### src/rtl/friscv_rd_arbiter.sv
// Write-back arbiter: one pending Rd write slot per execution unit, one grant per
// cycle (round-robin or fixed priority), registered single-port register-file write.
module friscv_rd_arbiter #(
  parameter int XLEN    = 32,
  parameter int NB_UNIT = 3,
  parameter int RR_ARB  = 1
) (
  input  logic                      aclk,
  input  logic                      aresetn,
  input  logic                      srst,
  input  logic [NB_UNIT-1:0]        req_valid,
  output logic [NB_UNIT-1:0]        req_ready,
  input  logic [NB_UNIT*5-1:0]      req_addr,
  input  logic [NB_UNIT*XLEN-1:0]   req_val,
  input  logic [NB_UNIT*XLEN/8-1:0] req_strb,
  output logic                      rd_wr,
  output logic [4:0]                rd_addr,
  output logic [XLEN-1:0]           rd_val,
  output logic [XLEN/8-1:0]         rd_strb,
  output logic [NB_UNIT-1:0]        slot_busy
);

  localparam int NBS  = XLEN / 8;
  localparam int PTRW = (NB_UNIT > 1) ? $clog2(NB_UNIT) : 1;

  logic [NB_UNIT-1:0] r_full;
  logic [4:0]         r_addr [NB_UNIT];
  logic [XLEN-1:0]    r_val  [NB_UNIT];
  logic [NBS-1:0]     r_strb [NB_UNIT];
  logic [PTRW-1:0]    r_ptr;

  logic [NB_UNIT-1:0] w_mask;
  logic [NB_UNIT-1:0] w_masked;
  logic [NB_UNIT-1:0] w_cand;
  logic [NB_UNIT-1:0] w_grant;
  logic [PTRW-1:0]    w_grant_idx;
  logic               w_grant_any;
  logic [NB_UNIT-1:0] w_accept;
  logic [NB_UNIT-1:0] w_load;

  // Round-robin: prefer full slots at or above the pointer, otherwise wrap to the
  // lowest full slot. With the mask forced to all ones this is plain fixed priority.
  always_comb begin
    w_mask = '0;
    for (int i = 0; i < NB_UNIT; i++) begin
      w_mask[i] = (RR_ARB != 0) ? (PTRW'(i) >= r_ptr) : 1'b1;
    end
    w_masked    = r_full & w_mask;
    w_cand      = (|w_masked) ? w_masked : r_full;
    w_grant     = w_cand & (~w_cand + NB_UNIT'(1));
    w_grant_any = |r_full;
    w_grant_idx = '0;
    for (int i = NB_UNIT - 1; i >= 0; i--) begin
      if (w_cand[i]) begin
        w_grant_idx = PTRW'(i);
      end
    end
  end

  // A granted slot drains this cycle, so it may be refilled on the same edge.
  always_comb begin
    req_ready = ~r_full | w_grant;
    w_accept  = req_valid & req_ready;
    w_load    = '0;
    for (int i = 0; i < NB_UNIT; i++) begin
      w_load[i] = w_accept[i] & (req_addr[i*5 +: 5] != 5'd0);
    end
  end

  assign slot_busy = r_full;

  // Slot registers; an accepted x0 write is simply not loaded, so a granted slot
  // receiving it still drains.
  always_ff @(posedge aclk or negedge aresetn) begin
    if (!aresetn) begin
      r_full <= '0;
      for (int i = 0; i < NB_UNIT; i++) begin
        r_addr[i] <= '0;
        r_val[i]  <= '0;
        r_strb[i] <= '0;
      end
    end else if (srst) begin
      r_full <= '0;
    end else begin
      for (int i = 0; i < NB_UNIT; i++) begin
        if (w_load[i]) begin
          r_full[i] <= 1'b1;
          r_addr[i] <= req_addr[i*5 +: 5];
          r_val[i]  <= req_val[i*XLEN +: XLEN];
          r_strb[i] <= req_strb[i*NBS +: NBS];
        end else if (w_grant[i]) begin
          r_full[i] <= 1'b0;
        end
      end
    end
  end

  always_ff @(posedge aclk or negedge aresetn) begin
    if (!aresetn) begin
      r_ptr <= '0;
    end else if (srst) begin
      r_ptr <= '0;
    end else if (w_grant_any && (RR_ARB != 0)) begin
      r_ptr <= (w_grant_idx == PTRW'(NB_UNIT - 1)) ? '0 : w_grant_idx + PTRW'(1);
    end
  end

  // Data outputs hold their last value between writes; only the enable pulses.
  always_ff @(posedge aclk or negedge aresetn) begin
    if (!aresetn) begin
      rd_wr   <= 1'b0;
      rd_addr <= '0;
      rd_val  <= '0;
      rd_strb <= '0;
    end else if (srst) begin
      rd_wr   <= 1'b0;
      rd_addr <= '0;
      rd_val  <= '0;
      rd_strb <= '0;
    end else if (w_grant_any) begin
      rd_wr   <= 1'b1;
      rd_addr <= r_addr[w_grant_idx];
      rd_val  <= r_val[w_grant_idx];
      rd_strb <= r_strb[w_grant_idx];
    end else begin
      rd_wr <= 1'b0;
    end
  end

endmodule

### config.mk
export PLATFORM = sky130hd
export DESIGN_NAME = friscv_rd_arbiter
export DESIGN_NICKNAME = d
export VERILOG_FILES = /design/src/rtl/friscv_rd_arbiter.sv
export SDC_FILE = /design/constraint.sdc
export NUM_CORES = 1
export LEC_CHECK = 0
export CAP_MARGIN = 20
export CORE_MARGIN = 1.5
export CORE_UTILIZATION = 45
export CTS_CLUSTER_SIZE = 14
export DETAILED_ROUTE_END_ITERATION = 8
export PLACE_DENSITY = 0.76
export SETUP_SLACK_MARGIN = 0.15
export SLEW_MARGIN = 20
export SYNTH_ARGS = -nofsm -noshare
export SYNTH_HDL_FRONTEND = slang
export SYNTH_SLANG_ARGS = --single-unit
### constraint.sdc
create_clock -name aclk -period 1.7 [get_ports aclk]
set_input_delay 0.17 -clock aclk [delete_from_list [all_inputs] [get_ports aclk]]
set_output_delay 0.17 -clock aclk [all_outputs]
set_load 0.1 [all_outputs]
# Yosys cells after proc, flatten, opt, wreduce, memory -nomap -nowiden
# Index checks and enable logic that the tools add are counted.
# classes
addsub	2
n_eq_ne	1
order_cmp	4
n_mux	31
bitwise_logic	11
reduce_logical	12
# ops
cell	n
2-to-1 mux 32 bit	4
binary-select mux 32 bit (select 2 bit)	1
2-to-1 mux 5 bit	4
2-to-1 mux 4 bit	4
nonzero test 5 bit	3
2-to-1 mux 2 bit	6
binary-select mux 5 bit (select 2 bit)	1
AND 3 bit	3
nonzero test 3 bit	3
binary-select mux 4 bit (select 2 bit)	1
2-to-1 mux 1 bit	8
2-to-1 mux 3 bit	2
NOT 3 bit	2
AND reduction 2 bit	3
OR reduction 3 bit	2
>= comparator 1 x 2 -> 1 bit, first input constant	2
adder 3 x 1 -> 3 bit, second input constant	1
AND 1 bit	3
>= comparator 3 bit, second input constant	1
NOT 2 -> 3 bit	1
OR 3 bit	1
adder 2 x 1 -> 2 bit, second input constant	1
== test 2 bit, second input constant	1
>= comparator 2 bit, first input constant	1
other kinds (2)	2
# totals
ff_bits	170
in_bits	129
output_inout_bits	48
elab_cells	78

# Depth between registers and ports, before layout
# Gate-level depths: netlist of the first run.
# depth
depth_word	13
ltp_mapped	7
ltp_nobuf	4

# Least setup slack after synthesis of the first run
# OpenSTA, ideal clock, no wires.
# synth_path
path_kind	register -> register
from	reg r_full[1], in the netlist slot_busy[1]
to	reg r_full[0], in the netlist slot_busy[0]
path_stages_with_launch	6
path_slack_ps	-829
required_ps	1611
period_less_slack_ps	2529
t_arrival_ps	2439
n_path_buf	1
setup_ps	89
path_cell_list	dfrtp_1 -> buf_2 -> nor2_1 -> o21ai_2 -> nand2_1 -> a21oi_1
# synth_between
elab_chain_len	11
word_cells_on_any_way	12
classes_between	add/sub: 1; mux: 3; bitwise: 6; reduce/logical: 2
# synth_rtl
element	line	rtl
start: declaration	26	logic [NB_UNIT-1:0] r_full;
start signal: assignment	76	r_full <= '0;
start signal: assignment	83	r_full <= '0;
start signal: indexed assignment	87	r_full[i] <= 1'b1;
AND 3 bit (*)	48	w_masked = r_full & w_mask;
OR reduction 3 bit (*)	49	w_cand = (|w_masked) ? w_masked : r_full;
2-to-1 mux 3 bit (*)	49	
NOT 3 bit	50	w_grant = w_cand & (~w_cand + NB_UNIT'(1));
adder 3 x 1 -> 3 bit	50	
AND 3 bit (*)	50	
OR 3 bit (*)	62	req_ready = ~r_full | w_grant;
net req_ready[0]	12	output logic [NB_UNIT-1:0] req_ready,
AND 3 bit (*)	63	w_accept = req_valid & req_ready;
AND 1 bit (*)	66	w_load[i] = w_accept[i] & (req_addr[i*5 +: 5] != 5'd0);
2-to-1 mux 1 bit	86	if (w_load[i]) begin
2-to-1 mux 3 bit	82	end else if (srst) begin
# Mark *: on every way through the listed nets, which the timed path passes. The rest lies on a longest branch.
# A chain may end at the register's enable or synchronous reset.

# Worst setup path after layout of the first run
# layout_path
from	reg r_full[1], in the netlist slot_busy[1]
to	reg r_val[70] (netlist name)
# layout_between
elab_chain_len	10
# layout_rtl
element	line	rtl
AND 3 bit (*)	48	
OR reduction 3 bit (*)	49	
2-to-1 mux 3 bit (*)	49	
NOT 3 bit	50	
adder 3 x 1 -> 3 bit	50	
AND 3 bit (*)	50	
OR 3 bit (*)	62	
AND 3 bit (*)	63	
AND 1 bit (*)	66	
AND reduction 2 bit (no line) (*)	n/a	
end signal: indexed assignment	89	r_val[i] <= req_val[i*XLEN +: XLEN];
end: declaration	28	logic [XLEN-1:0] r_val [NB_UNIT];
# Mark *: on every way between the ends. The rest lies on a longest branch, timed or not.

==> results of run 1 <==
## cell families (layout without fill, tap and decap cells)
kind of cell | Yosys count | in the layout | synth area share
compound gates | 61 | 61 | 0.0714
flops | 170 | 170 | 0.571
buf+inv | 75 | 318 | 0.0524
simple gates | 58 | 58 | 0.0353
mux | 164 | 164 | 0.270
## sequential cells by signal, summed over array words and instances (netlist names)
name       cells
r_val         96
rd_val        32
r_addr        15
r_strb        12
rd_addr        5
rd_strb        4
slot_busy      3
r_ptr          2
rd_wr          1
## layout make-up
class                           count  area share
Inverter                           43      0.0148
Timing Repair Buffer              243       0.235
Clock buffer                       23      0.0439
Multi-Input combinational cell    283       0.288
Sequential cell                   170       0.384
Tap cell                          216      0.0243
Clock inverter                      9      0.0102
## repair_timing
action,CTS,global route
setup buffers,4,7
pin swaps,1,5
resized for setup,10,20
endpoints found under the hold margin,31,0
endpoints found under the setup margin,167,167
hold buffers,1,0
cloned,2,8
## worst paths after layout
path	startpoint	to	slack, ns	depth (start not counted)
setup / recovery	slot_busy[1]	r_val[70]	-0.17	6
hold / removal	req_addr[0]	r_addr[10]	0.05	2
setup reg to reg	slot_busy[1]	r_val[70]	-0.17	6
hold reg to reg	rd_val[0]	rd_val[0]	0.49	2
max in group asynchronous	aresetn	r_val[40]	0.83	3
min in group asynchronous	aresetn	rd_val[3]	0.22	2
## metal layers
layer / global-route usage / part of all wire / vias up
met2: 0.377 / 0.49 / 177
met1: 0.279 / 0.44 / 2603
li1: - / - / 2341
met5: 0 / 0 / -
met3: 0.0579 / 0.057 / 23
met4: 0.0660 / 0.014 / 0
## layout by cell type, fill, tap and decap left out, types with 41 or more instances in the layout
master             n
buf_4             79
clkdlybuf4s50_1  124
dfrtp_1          165
inv_1             42
mux2_2            56
mux2_4            67
mux2i_1           41
nand2_1           41
o221ai_2          41
## stage by stage
| stage | cells | area, µm² | hold slack [ns] | total power (W) |
|---|---|---|---|---|
| 4_1_cts | 972 | 10800 | 0.219 | 0.0126 |
| 6_report | 987 | 11100 | 0.0476 | 0.0126 |
| 3_3_place_gp | 933 | 10000 | 0.0908 | 0.00852 |
| 5_1_grt | 987 | 11100 | 0.0342 | 0.0131 |
| 2_1_floorplan | 528 | 7830 | -0.126 | 0.00751 |
| 3_5_place_dp | 933 | 10000 | 0.0941 | 0.00863 |
## Yosys cell counts
| cell type | instances | area (µm²) |
|---|---|---|
| nor4_2 | 1 | 12.5 |
| inv_1 | 43 | 161 |
| mux2_2 | 66 | 743 |
| nand2_1 | 44 | 165 |
| o21ai_2 | 4 | 35.0 |
| a211oi_4 | 2 | 40.0 |
| nand3b_2 | 1 | 11.3 |
| a211o_2 | 1 | 10.0 |
| nor2_1 | 5 | 18.8 |
| buf_6 | 12 | 135 |
| nand2b_4 | 1 | 13.8 |
| or4_1 | 3 | 22.5 |
| buf_2 | 2 | 10.0 |
| nor2b_1 | 2 | 12.5 |
| clkbuf_1 | 13 | 48.8 |
| o21ai_1 | 1 | 5.00 |
| buf_4 | 4 | 30.0 |
| o211a_1 | 1 | 10.0 |
| a32oi_1 | 2 | 17.5 |
| o21ai_0 | 2 | 10.0 |
| a211o_1 | 2 | 17.5 |
| o221ai_1 | 41 | 359 |
| a21o_1 | 1 | 7.51 |
| a21oi_1 | 4 | 20.0 |
| clkbuf_2 | 1 | 5.00 |
| dfrtp_1 | 170 | 4250 |
| mux2_4 | 57 | 856 |
| mux2i_1 | 41 | 410 |
| nand2b_1 | 1 | 6.26 |
## power by group
group          total (W)  leakage [nW]  internal [W]  switching [W]
Combinational    0.00361          2.69       0.00157        0.00204
Clock            0.00390         0.286       0.00233        0.00157
Sequential       0.00512          2.06       0.00472       0.000404
Total             0.0126          5.03       0.00861        0.00402
## worst register-to-register path, delay by kind of cell, from the launching register on
family | cells | cell delay (ns)
muxes | 1 | 0.33
buffers and inverters | 2 | 0.43
AOI/OAI and AO/OA | 2 | 0.30
DFF | 1 | 0.52
and+or+nand+nor | 1 | 0.16
==> results.cfg, run 1 <==
[outcome]
violations = negative setup slack
status = finished, violations left

[sta]
rsz0062_at_grt = true
worst_slew_pin_slew_ns = 0.384
setup_violations = 167
finClkSkew_ns = 0.00631
fin_tns_setup_ns = -19.21
fin_ws_ns = -0.166
post-route-min-period_ns = 1.87
hold_violations = 0
slew_violations = 0
min_period_over_period = 1.10
fmax_ghz = 0.536
maxSlewHeadroom = 0.744

[worst_setup_path]
crit_type = register to register
path_max_fanout = 6
slowest_delay_ns = 0.52
critPathCaptureType = register
crit_chain = nor2_4, o21ai_4, a211oi_4, buf_6, bufbuf_16, mux2_2
slowest_stage = dfrtp_4
cp.arrival_ns = 2.17
startpoint_type = register
path_buf_inv = 2
required_ns = 2.00
cp_top_family = flip-flops

[finish]
multi_input_area_um2 = 3200
finalNetCount = 887
seq_area_um2 = 4270
synthToLayoutAreaGrowth_pct = 49.2
fill_cells = 1110
final_util = 0.694
layout-drive-gt1-share = 0.437
num_antenna_cells = 0

[clocking]
cts_tree = done
clock_sinks = 170
htreeDepth = 4
cts_made_buffers = 17
cts-root-buf = clkbuf_16
clockBufferDepth = 2
cts.clk_slew.worst_paths_ns = 0.06
worstSkewPairLatency_ns = 0.42

[floorplanning]
dieArea_um2 = 17300
core_area_um2 = 16000
ioPinCount = 177
die_h_um = 132
rows = 46
start_util = 0.466
die_w_um = 132

[power_and_ir_drop]
ir_drop_mv = 0.697
power.density_nw_per_um2 = 1140
p_leak_nw = 5.03

[flow_run]
cap_violations = 0

[yosys]
synth_cell_types = 29
synth_seq_cells = 170
synth_area_per_cell_um2 = 14.1
synth_area_um2 = 7450
synthesis.nets = 657
syn_inst = 528
synth_warnings = 0
ys_seq_area_frac = 0.571

[routing]
drcViolationCount = 0
via_per_inst = 5.21
wire_per_inst_um = 20.3
first_pass_iters = 4
drt_iter0_markers = 254
vias = 5144
routed_wl_um = 20000
ant_nets = 0

[global_route]
grt_overflow = 0
grt_start_max_net_pins = 48
grt_pass1_vias = 5602
grt_pass1_wl_um = 30000
antenna_found_initial = 0
grt_usage = 0.222

[placement]
pre_cts_ws_ns = -0.537
port_buffers = 176
gp_congestion = 0.770
dp_hpwl_um = 13100

[worst_hold_path]
hp-class = input pin to register
(Power assumes the default switching activity.)
==> inputs of run 2 (changes only) <==
--- a/config.mk
+++ b/config.mk
@@ -6,11 +6,13 @@
 export NUM_CORES = 1
 export LEC_CHECK = 0
 export CAP_MARGIN = 20
+export CELL_PAD_IN_SITES_DETAIL_PLACEMENT = 1
+export CELL_PAD_IN_SITES_GLOBAL_PLACEMENT = 2
 export CORE_MARGIN = 1.5
-export CORE_UTILIZATION = 45
+export CORE_UTILIZATION = 30
 export CTS_CLUSTER_SIZE = 14
 export DETAILED_ROUTE_END_ITERATION = 8
-export PLACE_DENSITY = 0.76
+export PLACE_DENSITY_LB_ADDON = 0.1
 export SETUP_SLACK_MARGIN = 0.15
 export SLEW_MARGIN = 20
 export SYNTH_ARGS = -nofsm -noshare
==> results.cfg, run 2 (same netlist as run 1, synthesis figures left out) <==
[placement]
gp_congestion = 0.732
dp_hpwl_um = 14800
dp_cells = 1046
port_buffers = 176

[routing]
vias = 5158
ant_nets = 0
wire_per_inst_um = 20.7
routed_wl_um = 22700
drcViolationCount = 0
via_per_inst = 4.69
first_pass_iters = 4
drt_iter0_markers = 195

[sta]
fin_ws_ns = -0.155
rsz0062_at_grt = true
fmax_ghz = 0.539
setup_violations = 167
worst_slew_pin_slew_ns = 0.571
hold_violations = 0
post-route-min-period_ns = 1.86
maxSlewHeadroom = 0.619
slew_violations = 0
min_period_over_period = 1.09
finClkSkew_ns = 0.0131

[global_route]
grt_util_met1 = 0.231
grt_pass1_vias = 6036
grt_pass1_wl_um = 35400
grt_usage = 0.182
grt_overflow = 0
grt_start_max_net_pins = 65
use_met2 = 0.314
top_usage_layer = met2
antenna_found_initial = 0
use_met3 = 0.0382

[finish]
layout-drive-gt1-share = 0.448
finalNetCount = 891
reg_top3 = r_val (96), rd_val (32), r_addr (15)
synthToLayoutAreaGrowth_pct = 54.3
final_cell_mix = 166 x dfrtp_1, 123 x clkdlybuf4s50_1, 95 x mux2_4
largest_register = r_val
final_util = 0.473
largest_reg_flops = 96
instances_no_fill = 1099
layout_commonest_cell = dfrtp_1
num_antenna_cells = 0

[worst_setup_path]
r2r_setup_slack_ns = -0.16
startpoint_type = register
reg2reg_from = slot_busy[2]
startpoint = slot_busy[2]
path_max_fanout = 5
critPathCaptureType = register
crit_type = register to register
required_ns = 2.01
r2r_cells = 7
cp.arrival_ns = 2.17
worst_r2r_endpoint = r_val[67]

[clocking]
clockBufferDepth = 2
cts_made_buffers = 17
htreeDepth = 4
cts-root-buf = clkbuf_16
clock_sinks = 170
cts_tree = done
worstSkewPairLatency_ns = 0.43
cts.clk_slew.worst_paths_ns = 0.07

[floorplanning]
die_h_um = 161
core_area_um2 = 24300
start_util = 0.306
die_w_um = 161
rows = 57
ioPinCount = 177
dieArea_um2 = 25800

[outcome]
violations = negative setup slack
status = finished, violations left

[power_and_ir_drop]
ir_drop_mv = 0.553
power.density_nw_per_um2 = 1110
power_w = 0.0128
p_leak_nw = 5.18

[flow_run]
cap_violations = 0

[worst_hold_path]
hp-class = input pin to async pin
## run 2: cell type report
type / count / area, µm²
tap: 324 / 405
timing repair buffer: 247 / 2730
clock buffer: 19 / 443
clock inverter: 13 / 134
fill: 2388 / 12800
sequential: 170 / 4270
multi-input combinational: 283 / 3350
inverter: 43 / 164
## run 2: critical path, cell delays in order (launching register included)
cell	delay [ns]
dfrtp_4	0.53
nor2_4	0.15
o21ai_4	0.08
a211oi_4	0.24
buf_6	0.18
buf_12	0.12
buf_16	0.13
mux2_4	0.30
## run 2: timing repair
| item | CTS | global route |
|---|---|---|
| pin swaps | 4 | 1 |
| buffers inserted | 10 | 2 |
| setup endpoints to repair | 167 | 167 |
| hold buffers | 1 | 0 |
| hold endpoints to repair | 170 | 0 |
| resized for setup | 30 | 44 |
| cloned | 4 | 4 |
## run 2: per-layer routing
layer,routed length [µm],share of wire
met5,0,0
met4,274,0.012
met3,916,0.040
met2,11300,0.50
met1,10200,0.45
## run 2: worst max path at each step
stage,endpoint
after floorplan,r_addr[10]
after global placement,r_addr[1]
after detailed placement,r_val[19]
after CTS,r_val[20]
after global routing,r_val[67]
final,r_val[67]
## run 2: where the power goes
| group | switching [W] | internal [W] |
|---|---|---|
| registers | 0.000419 | 0.00471 |
| logic | 0.00208 | 0.00170 |
| clock network | 0.00176 | 0.00210 |
## run 2: metrics by stage
| stage | setup TNS (ns) | worst slack (ns) | hold slack (ns) | instance area, µm² |
|---|---|---|---|---|
| floorplan | -33.66 | -0.261 | -0.126 | 7830 |
| global placement | -57.91 | -0.551 | -0.00831 | 10300 |
| detailed placement | -60.88 | -0.561 | -0.00901 | 10300 |
| CTS | -16.58 | -0.144 | 0.107 | 11200 |
| global route | -27.21 | -0.198 | 0.116 | 11500 |
| finish | -19.42 | -0.155 | 0.115 | 11500 |
